==> config.mk <==
export PLATFORM = sky130hd
export DESIGN_NAME = sdram_init_monitor
export DESIGN_NICKNAME = d
export VERILOG_FILES = /design/src/rtl/sdram_pkg.sv /design/src/rtl/sdram_cmd_decode.sv /design/src/rtl/sdram_init_monitor.sv
export SDC_FILE = /design/constraint.sdc
export NUM_CORES = 1
export LEC_CHECK = 0
export ABC_AREA = 1
export CAP_MARGIN = 30
export CORE_UTILIZATION = 53
export CTS_CLUSTER_SIZE = 12
export DETAILED_ROUTE_END_ITERATION = 8
export PLACE_DENSITY = 0.8
export SYNTH_ARGS = -nofsm -noshare
export SYNTH_HDL_FRONTEND = slang
export SYNTH_HIERARCHICAL = 1
export SYNTH_SLANG_ARGS = --single-unit
==> constraint.sdc <==
create_clock -name sclk -period 2.04 [get_ports sclk]
set_input_delay 0.51 -clock sclk [delete_from_list [all_inputs] [get_ports sclk]]
set_output_delay 0.51 -clock sclk [all_outputs]
set_load 0.01 [all_outputs]
==> src/rtl/sdram_pkg.sv <==
// Shared types and pure helpers for the SDRAM power-up sequence monitor.
// Covers the command and error enums, the FSM state type, and the pin/mode decoding functions.
package sdram_pkg;

  typedef enum logic [3:0] {
    NOP = 4'd0,
    ACT = 4'd1,
    RD  = 4'd2,
    WR  = 4'd3,
    BST = 4'd4,
    PRE = 4'd5,
    REF = 4'd6,
    LMR = 4'd7,
    INH = 4'd8
  } cmd_e;

  typedef enum logic [2:0] {
    NONE        = 3'd0,
    EARLY_CMD   = 3'd1,
    TIMING      = 3'd2,
    SEQ         = 3'd3,
    PRE_NOT_ALL = 3'd4,
    BAD_MODE    = 3'd5
  } err_e;

  typedef enum logic [2:0] {
    PWRUP,
    WAIT_PRE,
    TRP,
    WAIT_REF,
    TRFC,
    TMRD,
    DONE,
    ERR
  } state_e;

  // A deselected chip or a stopped clock makes every other pin meaningless.
  function automatic cmd_e decode_cmd(input logic cke, input logic cs_n,
                                      input logic ras_n, input logic cas_n,
                                      input logic we_n);
    cmd_e c;
    c = NOP;
    if (!cke || cs_n) begin
      c = INH;
    end else begin
      case ({ras_n, cas_n, we_n})
        3'b111:  c = NOP;
        3'b011:  c = ACT;
        3'b101:  c = RD;
        3'b100:  c = WR;
        3'b110:  c = BST;
        3'b010:  c = PRE;
        3'b001:  c = REF;
        default: c = LMR;
      endcase
    end
    return c;
  endfunction

  function automatic logic [3:0] burst_len_of(input logic [2:0] code);
    logic [3:0] bl;
    case (code)
      3'd0:    bl = 4'd1;
      3'd1:    bl = 4'd2;
      3'd2:    bl = 4'd4;
      3'd3:    bl = 4'd8;
      default: bl = 4'd0;
    endcase
    return bl;
  endfunction

  // Burst codes 4..6 are reserved; only CAS latencies 2 and 3 are supported.
  function automatic logic mode_ok(input logic [11:0] m);
    logic cl_ok;
    logic bl_ok;
    cl_ok = (m[5:4] == 2'd2) || (m[5:4] == 2'd3);
    bl_ok = (m[2:0] <= 3'd3) || (m[2:0] == 3'd7);
    return cl_ok && bl_ok;
  endfunction

endpackage

==> src/rtl/sdram_cmd_decode.sv <==
// Pin-level SDRAM command decoder.
// The raw decode feeds the sequence FSM; a registered copy is exposed on the bus-monitor outputs.
module sdram_cmd_decode
  import sdram_pkg::*;
(
  input  logic sclk,
  input  logic srst_n,
  input  logic cke,
  input  logic cs_n,
  input  logic ras_n,
  input  logic cas_n,
  input  logic we_n,
  output cmd_e cur_cmd,
  output cmd_e cmd,
  output logic cmd_valid
);

  assign cur_cmd = decode_cmd(cke, cs_n, ras_n, cas_n, we_n);

  // NOTE: clocked state uses non-blocking assignments so every flop samples pre-edge values.
  always_ff @(posedge sclk or negedge srst_n) begin
    if (!srst_n) begin
      cmd       <= NOP;
      cmd_valid <= 1'b0;
    end else begin
      cmd       <= cur_cmd;
      cmd_valid <= (cur_cmd != NOP) && (cur_cmd != INH);
    end
  end

endmodule

==> src/rtl/sdram_init_monitor.sv <==
// Passive checker for the SDRAM power-up sequence:
// power-up wait -> PRECHARGE ALL -> N x AUTO REFRESH -> LOAD MODE, latching the first violation.
module sdram_init_monitor
  import sdram_pkg::*;
#(
  parameter int T_POWERUP = 10000,
  parameter int T_RP      = 2,
  parameter int T_RFC     = 4,
  parameter int T_MRD     = 2,
  parameter int N_REFRESH = 2
) (
  input  logic        sclk,
  input  logic        srst_n,
  input  logic        cke,
  input  logic        cs_n,
  input  logic        ras_n,
  input  logic        cas_n,
  input  logic        we_n,
  input  logic [1:0]  ba,
  input  logic [11:0] addr,
  output logic        cmd_valid,
  output logic [3:0]  cmd,
  output logic        init_done,
  output logic [11:0] mode_reg,
  output logic [3:0]  burst_len,
  output logic [1:0]  cas_lat,
  output logic        err,
  output logic [2:0]  err_code
);

  localparam int TW = $clog2(T_POWERUP + 1);

  // Wait states expire on the cycle the timer reads 1, so a load of T-1 leaves
  // exactly T cycles between the triggering command and the next legal one.
  localparam logic [TW-1:0] PWR_LOAD = TW'(T_POWERUP);
  localparam logic [TW-1:0] RP_LOAD  = TW'(T_RP - 1);
  localparam logic [TW-1:0] RFC_LOAD = TW'(T_RFC - 1);
  localparam logic [TW-1:0] MRD_LOAD = TW'(T_MRD - 1);
  localparam logic [TW-1:0] TIMER_ONE = TW'(1);
  localparam logic [3:0]    N_REF    = 4'(N_REFRESH);

  cmd_e cur_cmd;
  cmd_e cmd_q;

  state_e        state_q, state_d;
  logic [TW-1:0] timer_q, timer_d;
  logic [3:0]    ref_cnt_q, ref_cnt_d;
  logic          err_hit;
  err_e          err_kind;
  err_e          err_code_q;
  logic          is_cmd;
  logic          timer_expired;
  logic          bus_unused;

  // Bank bits carry no meaning for any init-sequence check.
  assign bus_unused = ^ba;

  sdram_cmd_decode u_decode (
    .sclk      (sclk),
    .srst_n    (srst_n),
    .cke       (cke),
    .cs_n      (cs_n),
    .ras_n     (ras_n),
    .cas_n     (cas_n),
    .we_n      (we_n),
    .cur_cmd   (cur_cmd),
    .cmd       (cmd_q),
    .cmd_valid (cmd_valid)
  );

  assign cmd      = cmd_q;
  assign err_code = err_code_q;

  assign is_cmd        = (cur_cmd != NOP) && (cur_cmd != INH);
  assign timer_expired = (timer_q <= TIMER_ONE);

  // NOTE: every always_comb output gets a default first so no path can infer a latch.
  always_comb begin
    state_d   = state_q;
    timer_d   = timer_q;
    ref_cnt_d = ref_cnt_q;
    err_hit   = 1'b0;
    err_kind  = NONE;

    case (state_q)
      PWRUP: begin
        if (is_cmd) begin
          err_hit  = 1'b1;
          err_kind = EARLY_CMD;
        end else if (!cke) begin
          timer_d = PWR_LOAD;
        end else if (timer_expired) begin
          state_d = WAIT_PRE;
          timer_d = '0;
        end else begin
          timer_d = timer_q - TIMER_ONE;
        end
      end

      WAIT_PRE: begin
        if (is_cmd) begin
          if (cur_cmd != PRE) begin
            err_hit  = 1'b1;
            err_kind = SEQ;
          end else if (!addr[10]) begin
            err_hit  = 1'b1;
            err_kind = PRE_NOT_ALL;
          end else begin
            state_d = TRP;
            timer_d = RP_LOAD;
          end
        end
      end

      TRP, TRFC, TMRD: begin
        // A command on the expiry cycle is still early: timing wins.
        if (is_cmd) begin
          err_hit  = 1'b1;
          err_kind = TIMING;
        end else if (timer_expired) begin
          state_d = (state_q == TMRD) ? DONE : WAIT_REF;
          timer_d = '0;
        end else begin
          timer_d = timer_q - TIMER_ONE;
        end
      end

      WAIT_REF: begin
        if (cur_cmd == REF) begin
          state_d = TRFC;
          timer_d = RFC_LOAD;
          if (ref_cnt_q != 4'hF) ref_cnt_d = ref_cnt_q + 4'd1;
        end else if (cur_cmd == LMR && ref_cnt_q >= N_REF) begin
          if (mode_ok(addr)) begin
            state_d = TMRD;
            timer_d = MRD_LOAD;
          end else begin
            err_hit  = 1'b1;
            err_kind = BAD_MODE;
          end
        end else if (is_cmd) begin
          err_hit  = 1'b1;
          err_kind = SEQ;
        end
      end

      DONE: begin
        if (cur_cmd == LMR && !mode_ok(addr)) begin
          err_hit  = 1'b1;
          err_kind = BAD_MODE;
        end
      end

      default: ;
    endcase

    if (err_hit) state_d = ERR;
  end

  // Timer is preloaded so the power-up count starts on the first cycle out of reset.
  always_ff @(posedge sclk or negedge srst_n) begin
    if (!srst_n) begin
      state_q    <= PWRUP;
      timer_q    <= PWR_LOAD;
      ref_cnt_q  <= '0;
      err        <= 1'b0;
      err_code_q <= NONE;
      init_done  <= 1'b0;
      mode_reg   <= '0;
      burst_len  <= '0;
      cas_lat    <= '0;
    end else begin
      state_q   <= state_d;
      timer_q   <= timer_d;
      ref_cnt_q <= ref_cnt_d;
      if (err_hit && !err) begin
        err        <= 1'b1;
        err_code_q <= err_kind;
      end
      if (state_q == DONE) init_done <= 1'b1;
      if (cur_cmd == LMR) begin
        mode_reg  <= addr;
        burst_len <= burst_len_of(addr[2:0]);
        cas_lat   <= addr[5:4];
      end
    end
  end

endmodule
# Word-level counts from Yosys, hierarchy flattened
# Cells that the tools add are included.
# word_totals
reg_bits,49
latch_bits,0
mem_bits_rw,0
mem_bits_ro,0
input_bits,21
out_inout_bits,28
word_cells,126
memories,0
# classes
addsub,2
multipliers,0
n_div,0
n_lt_le_gt_ge,3
n_eq_ne,41
n_shift,0
mux,48
bitwise,0
n_reduce_logical,21
# op_table
op,n
2-to-1 mux 14 bit,10
2-to-1 mux 3 bit,20
case mux 14 bit (4 select lines),1
!= test 3 bit (second input constant),10
== test 3 bit (second input constant),8
case mux 3 bit (7 select lines),1
== test 3 x 2 -> 1 bit (second input constant),6
!= test 4 bit (second input constant),4
case mux 4 bit (4 select lines),1
case mux 3 bit (5 select lines),1
<= comparator 14 x 1 -> 1 bit (second input constant),1
subtractor 14 x 1 -> 14 bit (second input constant),1
case mux 3 bit (4 select lines),1
AND reduction 11 bit,1
!= test 2 bit (second input constant),5
== test 3 x 1 -> 1 bit (second input constant),3
2-to-1 mux 1 bit,9
== test 4 x 3 -> 1 bit (second input constant),2
AND reduction 8 bit,1
nonzero test 4 bit,2
zero test 3 bit,2
logical AND 1 bit,5
nonzero test 5 bit,1
adder 4 x 1 -> 4 bit (second input constant),1
12 further kinds,18

# Longest topological paths before layout
# Gate-level depths: netlist of the first run.
# depth
depth_word,11
depth_mapped,15
ltp_nobuf,15

# Cells and area by module
# The synthesis of the first run kept the hierarchy.
# modules_own_cells
mod,n_inst,cells_per_inst,area_per_inst_um2,seq_area_each_um2
sdram_init_monitor,1,377,2625.0,1057.3
sdram_cmd_decode,1,22,190.2,125.1

# Worst setup path after synthesis of the first run
# Ideal clock, no wire load.
# synth_timing
path_type,input to register
start,input port cs_n
end,register timer_q[11]
setup_ps,117
arrival_ps,1846
required_ps,1923
setup_slack_ps,77
path_stages,13
path_cell_list,inv_1 > nand2_1 > nor2_1 > nand2_1 > nor2_4 > nand2_1 > nand2_2 > nand2_4 > nor2_8 > nand2_8 > buf_8 > nand2_2 > nand2_1
# synth_between
elab_chain_len,6
# synth_lines
item,line_no,source
from (decl),sdram_init_monitor.sv:15,"input logic cs_n,"
logical OR 1 bit *,sdram_pkg.sv:43,if (!cke || cs_n) begin
2-to-1 mux 4 bit *,sdram_pkg.sv:43,
named net cur_cmd[3],sdram_init_monitor.sv:42,cmd_e cur_cmd;
== test 4 x 3 -> 1 bit (tied with other cells),sdram_init_monitor.sv:133,end else if (cur_cmd == LMR && ref_cnt_q >= N_REF) begin
"logical AND 1 bit, on equally long branches","sdram_init_monitor.sv:133, sdram_init_monitor.sv:74",
!= test 3 bit (no line) or != test 2 bit (tied branches),-,
AND reduction 8 bit (no line),-,
to (signal assigned),sdram_init_monitor.sv:174,timer_q <= timer_d;
to (decl),sdram_init_monitor.sv:46,"logic [TW-1:0] timer_q, timer_d;"
# The timed path passes the listed nets; every way through them passes the cells marked *.
# A chain may end at the register's enable or synchronous reset.

# Worst setup path in the final report of the first run
# Ends and elaborated chain as after synthesis.

==> results of run 1 <==
[synthesized netlist by cell type, drive strengths merged]
master	n
a21oi	3
buf	4
clkbuf	2
dfrtp	42
dfstp	5
ha	4
inv	41
nand2	179
nand3	34
nand3b	2
nand4	3
nor2	51
nor3	2
o21ai	14
o21bai	4
o31ai	2
o41ai	1
xnor2	2
xor2	4
[worst max path at each step]
stage	start	to
detailed placement	cas_n	timer_q[9]
global placement	cs_n	timer_q[4]
CTS	cas_n	timer_q[9]
finish	cs_n	timer_q[11]
global route	cs_n	timer_q[1]
floorplan	cs_n	timer_q[11]
[cell type report]
| type | count | area share |
|---|---|---|
| Tap cell | 70 | 0.0238 |
| Clock buffer | 6 | 0.0197 |
| Clock inverter | 2 | 0.00339 |
| Inverter | 41 | 0.0424 |
| Multi-Input combinational cell | 305 | 0.404 |
| Timing Repair Buffer | 74 | 0.186 |
| Sequential cell | 47 | 0.321 |
[logic make-up (layout without fill, tap and decap cells)]
| kind of cell | count (synthesis) | in the layout |
|---|---|---|
| AO/OA/AOI/OAI | 24 | 24 |
| buffers and inverters | 47 | 123 |
| XOR/XNOR | 6 | 6 |
| adder cells (fa/ha/maj) | 4 | 4 |
| AND/OR/NAND/NOR | 271 | 271 |
| flip-flops | 47 | 47 |
[layer usage]
metal | routed length, microns | track usage | up-vias
li1 | - | - | 1389
met2 | 3270 | 0.441 | 63
met5 | 0 | 0 | -
met4 | 82 | 0.0692 | 0
met1 | 3090 | 0.347 | 1260
met3 | 250 | 0.0415 | 8
[report_power, final]
group	total, W	leakage (nW)	switching (W)	internal, W
Combinational	0.00247	1.27	0.00152	0.000944
Sequential	0.00131	0.600	0.000191	0.00112
Clock	0.000546	0.0412	0.000306	0.000240
[timing repair]
action	in CTS	in global routing
pin swaps	4	3
cloned	0	0
endpoints found under the setup margin	25	19
setup buffers	3	0
gates resized for setup	17	9
endpoints found under the hold margin	0	0
[through the flow]
stage	utilization	std cells
floorplan	-	399
global placement	0.689	534
detailed placement	0.689	534
CTS	0.717	545
global route	0.722	545
finish	0.722	545
==> impl_metrics.toml, run 1 <==
[run_status]
status = "finished, final reports clean"

[synth]
synthXorXnorAreaFrac = 0.0187
synth_area_sq_um = 2820
yosysWarnings = 6
synth-compound-area-share = 0.0493
synthMuxAreaShare = 0
synth_cells = 399
syn_area_per_cell_sq_um = 7.06
ys_ff_latch = 47
synth_top_area_cell = "dfrtp_1"
synth_fa_ha_area_frac = 0.0178
synth_top_family_by_area = "simple AND/OR/NAND/NOR gates"
synthSimpleGateAreaFrac = 0.424
synth.area.top_cells = "dfrtp_1 37%, nand2_1 22%, nor2_1 6.1%"
synth_nets = 424
synth_top_area_frac = 0.373
ys_types = 29
synth_seq_area_share = 0.420

[cells_and_area]
largest_register_ffs = 14
regArea_sq_um = 1180
multiInputGateArea_sq_um = 1490
design_area_sq_um = 3690
final_cell_mix = "159 x nand2_1, 42 x dfrtp_1, 40 x clkdlybuf4s50_1"
nets = 499
final_common_cell = "nand2_1"
drive_gt1_frac = 0.179
n_fill_cell = 419
syn_to_final_growth_pct = 30.9
n_antenna_cell = 0

[critical_path]
critical_path_depth = 14
critPathBufInv = 3
cpPeakStageDelay_ns = 0.25
cp_cell_sequence = "dlygate4sd2_1, inv_1, nand2_2, nor2_2, nand2_1, nor2_4, nand2_1, nand2_2, nand2_4, nor2_8, nand2_8, buf_6, nand2_2, nand2_1"
cp_slowest_cell = "dlygate4sd2_1"
worstReg2RegStart = "timer_q[0]"
regToRegEndpoint = "timer_q[12]"
path_delay_family = "simple AND/OR/NAND/NOR gates"
ff2ff_path_depth = 10
endpoint_kind = "flop"
critPathLaunchType = "input port"
arrival_ns = 2.12
ff2ff_setup_slack_ns = 0.24
cp_data_required_time_ns = 2.23
path_max_fanout = 6
path_class = "input port to flop"

[placed_design]
dpl-instance-area_sq_um = 3520
gp_congestion = 0.898
dp_slack_ns = -0.554
dp_hpwl_microns = 5110
port_buffers = 46

[clock_tree]
ctsHoldBuffers = 0
ctsHtreeMaxLevel = 2
cts_tree = "built"
clockRootBuffer = "clkbuf_8"
clk_pin_slew_ns = 0.08
clockBufferDepth = 2
insertion_delay_ns = 0.30
numCtsBuffers = 5
clock-sinks = 47

[global_routing]
track_usage = 0.260
grt_pass1_vias = 2482
grt_pass1_wl_microns = 11200
antenna_found_initial = 0
overflow = 0
grt_max_degree = 48

[drt]
antenna_left = 0
post_drt_wl_per_cell_microns = 12.3
viasPerCell = 4.99
drtIter0Drc = 110
drt-pass1-iter-count = 5
routed_wl_microns = 6690
drc = 0
num_vias = 2720

[timing]
finalSetupTns_ns = 0
finalHoldViolations = 0
max_freq_mhz = 517
fin_ws_ns = 0.104
drv_slew = 0
period_share = 0.949
max_slew.worst_pin.slew_ns = 0.569
min_period_ns = 1.94
setup_viol_count_final = 0
relSlewSlack = 0.621
clock_skew_ns = 0.00857
hold_slack_ns = 0.282
rsz0062_at_grt = "true"

[floorplanning]
start_util = 0.551
core-area_sq_um = 5110
die_h_microns = 74.9
die_w_microns = 74.9
rows = 26
die_area_sq_um = 5610
io_pins = 49

[power]
irDropWorstVdd_v = 0.00108
p_leak_nw = 1.91
power_density_nw_per_um2 = 1170
power_w = 0.00433

[run]
max-cap-violations = 0

[worst_hold_path]
hp-class = "input port to async pin"
No activity file was read; power rests on OpenSTA's default activity.
==> inputs of run 2 (changes only) <==
RECOVER_POWER = 50   (was default)
==> run 2 against run 1 <==
Clock power barely moved. Sequential power barely moved. Die area did not move. Total power barely moved. Setup slack did not move. Final cell count did not move. Register-to-register slack barely moved. Fmax did not move. Via count did not move. Critical path type unchanged. Largest cell class unchanged.
==> impl_metrics.toml, run 2 (synthesis results as in run 1) <==
[worst_hold_path]
hp-class = "flop to flop"
hold_start = "mode_reg[7]"

[clock_tree]
clock-sinks = 47
ctsHtreeMaxLevel = 2
clockBufferDepth = 2
clockRootBuffer = "clkbuf_8"
clk_pin_slew_ns = 0.08
ctsHoldBuffers = 0
insertion_delay_ns = 0.30
numCtsBuffers = 5
cts_tree = "built"

[power]
p_leak_nw = 1.91
pwr-share-seq = 0.304
switchingPower_w = 0.00202
clkPwrFrac = 0.126
p_comb_frac = 0.570
irDropWorstVdd_v = 0.00108
p_int_w = 0.00231
p_sw_frac = 0.467
power_density_nw_per_um2 = 1180

[global_routing]
track_usage = 0.260
grt_max_degree = 48
antenna_found_initial = 0
overflow = 0
grt_pass1_wl_microns = 11200
grt_pass1_vias = 2482

[floorplanning]
die_area_sq_um = 5610
die_w_microns = 74.9
die_h_microns = 74.9
start_util = 0.551
core-area_sq_um = 5110
rows = 26
io_pins = 49

[drt]
drt-pass1-iter-count = 5
drtIter0Drc = 110
route.met2.wl_microns = 3270
drc = 0
viasPerCell = 4.99
post_drt_wl_per_cell_microns = 12.3
topRoutingLayerUsed = "met4"
routed_wl_microns = 6690
drt-met1-wl_microns = 3090
wl_met3_microns = 250
num_vias = 2720
antenna_left = 0

[critical_path]
ff2ff_setup_slack_ns = 0.24
endpoint_kind = "flop"
critPathLaunch = "cs_n"
critical_path_depth = 14
cp_slowest_cell = "dlygate4sd2_1"
worstReg2RegStart = "timer_q[0]"
cp_data_required_time_ns = 2.23
ff2ff_path_depth = 10
cp_cell_sequence = "dlygate4sd2_1, inv_1, nand2_2, nor2_2, nand2_1, nor2_4, nand2_1, nand2_2, nand2_4, nor2_8, nand2_8, buf_6, nand2_2, nand2_1"
path_max_fanout = 6
critPathBufInv = 3
critPathCapture = "timer_q[11]"
critPathLaunchType = "input port"
arrival_ns = 2.12
path_delay_family = "simple AND/OR/NAND/NOR gates"
path_class = "input port to flop"
cpPeakStageDelay_ns = 0.25
regToRegEndpoint = "timer_q[12]"

[timing]
relSlewSlack = 0.261
drv_slew = 0
finalHoldViolations = 0
fin_ws_ns = 0.104
finalSetupTns_ns = 0
clock_skew_ns = 0.00857
max_freq_mhz = 517
rsz0062_at_grt = "true"
max_slew.worst_pin.slew_ns = 1.11
period_share = 0.949
setup_viol_count_final = 0
min_period_ns = 1.94

[cells_and_area]
drive_gt1_frac = 0.179
largest_register_ffs = 14
nets = 499
n_antenna_cell = 0
n_fill_cell = 420
multiInputGateArea_sq_um = 1490
syn_to_final_growth_pct = 30.8
final_cell_mix = "159 x nand2_1, 42 x dfrtp_1, 40 x clkdlybuf4s50_1"
final_common_cell = "nand2_1"
regArea_sq_um = 1180

[placed_design]
dp_slack_ns = -0.554
gp_congestion = 0.898
dp_hpwl_microns = 5110
port_buffers = 46

[run]
max-cap-violations = 0

[run_status]
status = "finished, final reports clean"
## run 2: routing by layer
metal | global-route usage | vias to the layer above
li1 | - | 1389
met1 | 0.347 | 1260
met2 | 0.441 | 63
met3 | 0.0415 | 8
met4 | 0.0692 | 0
met5 | 0 | -
## run 2: final cells by class
cell class / count / share of cell area
Timing Repair Buffer: 74 / 0.185
Sequential cell: 47 / 0.321
Tap cell: 70 / 0.0238
Clock inverter: 2 / 0.00340
Multi-Input combinational cell: 305 / 0.405
Clock buffer: 6 / 0.0197
Inverter: 41 / 0.0425
## run 2: per-stage QoR
step           utilization  std cells  cell area [sq um]  hold slack, ns  power (W)
6_report             0.721        545               3680           0.478    0.00433
5_1_grt              0.721        545               3680           0.497    0.00471
4_1_cts              0.717        545               3660           0.307    0.00431
3_5_place_dp         0.689        534               3520           0.460    0.00361
3_3_place_gp         0.689        534               3520           0.451    0.00354
2_1_floorplan            -        399               2820           0.214    0.00304
## run 2: power by group through the flow
stage	Sequential [W]	Combinational (W)	Clock [W]
finish	0.00131	0.00247	0.000546
floorplan	0.00128	0.00176	0
detailed placement	0.00133	0.00228	0
global placement	0.00132	0.00222	0
CTS	0.00131	0.00245	0.000558
global route	0.00133	0.00278	0.000600
## run 2: worst min path at each step
stage	slack, ns	depth (start not counted)	end
after floorplan	0.21	0	burst_len[0]
after global routing	0.50	2	mode_reg[9]
after detailed placement	0.46	2	mode_reg[7]
final	0.48	2	mode_reg[7]
after global placement	0.45	2	init_done
after CTS	0.31	2	mode_reg[8]
## run 2: timing repair
| action | 4_1_cts | 5_1_grt |
|---|---|---|
| resized for setup | 17 | 9 |
| setup buffers | 3 | 0 |
| endpoints found under the setup margin | 25 | 19 |
| pin swaps | 4 | 3 |
## run 2: worst register-to-register path: stages, from the launching register on
cell and delay, ns:
dfrtp_1 0.40, inv_1 0.13, ha_1 0.26, nand2_1 0.14, nor2_1 0.30, inv_1 0.10
o21bai_1 0.13, nand2_1 0.06, nor2_1 0.08, nand3_1 0.08, nand2_1 0.06
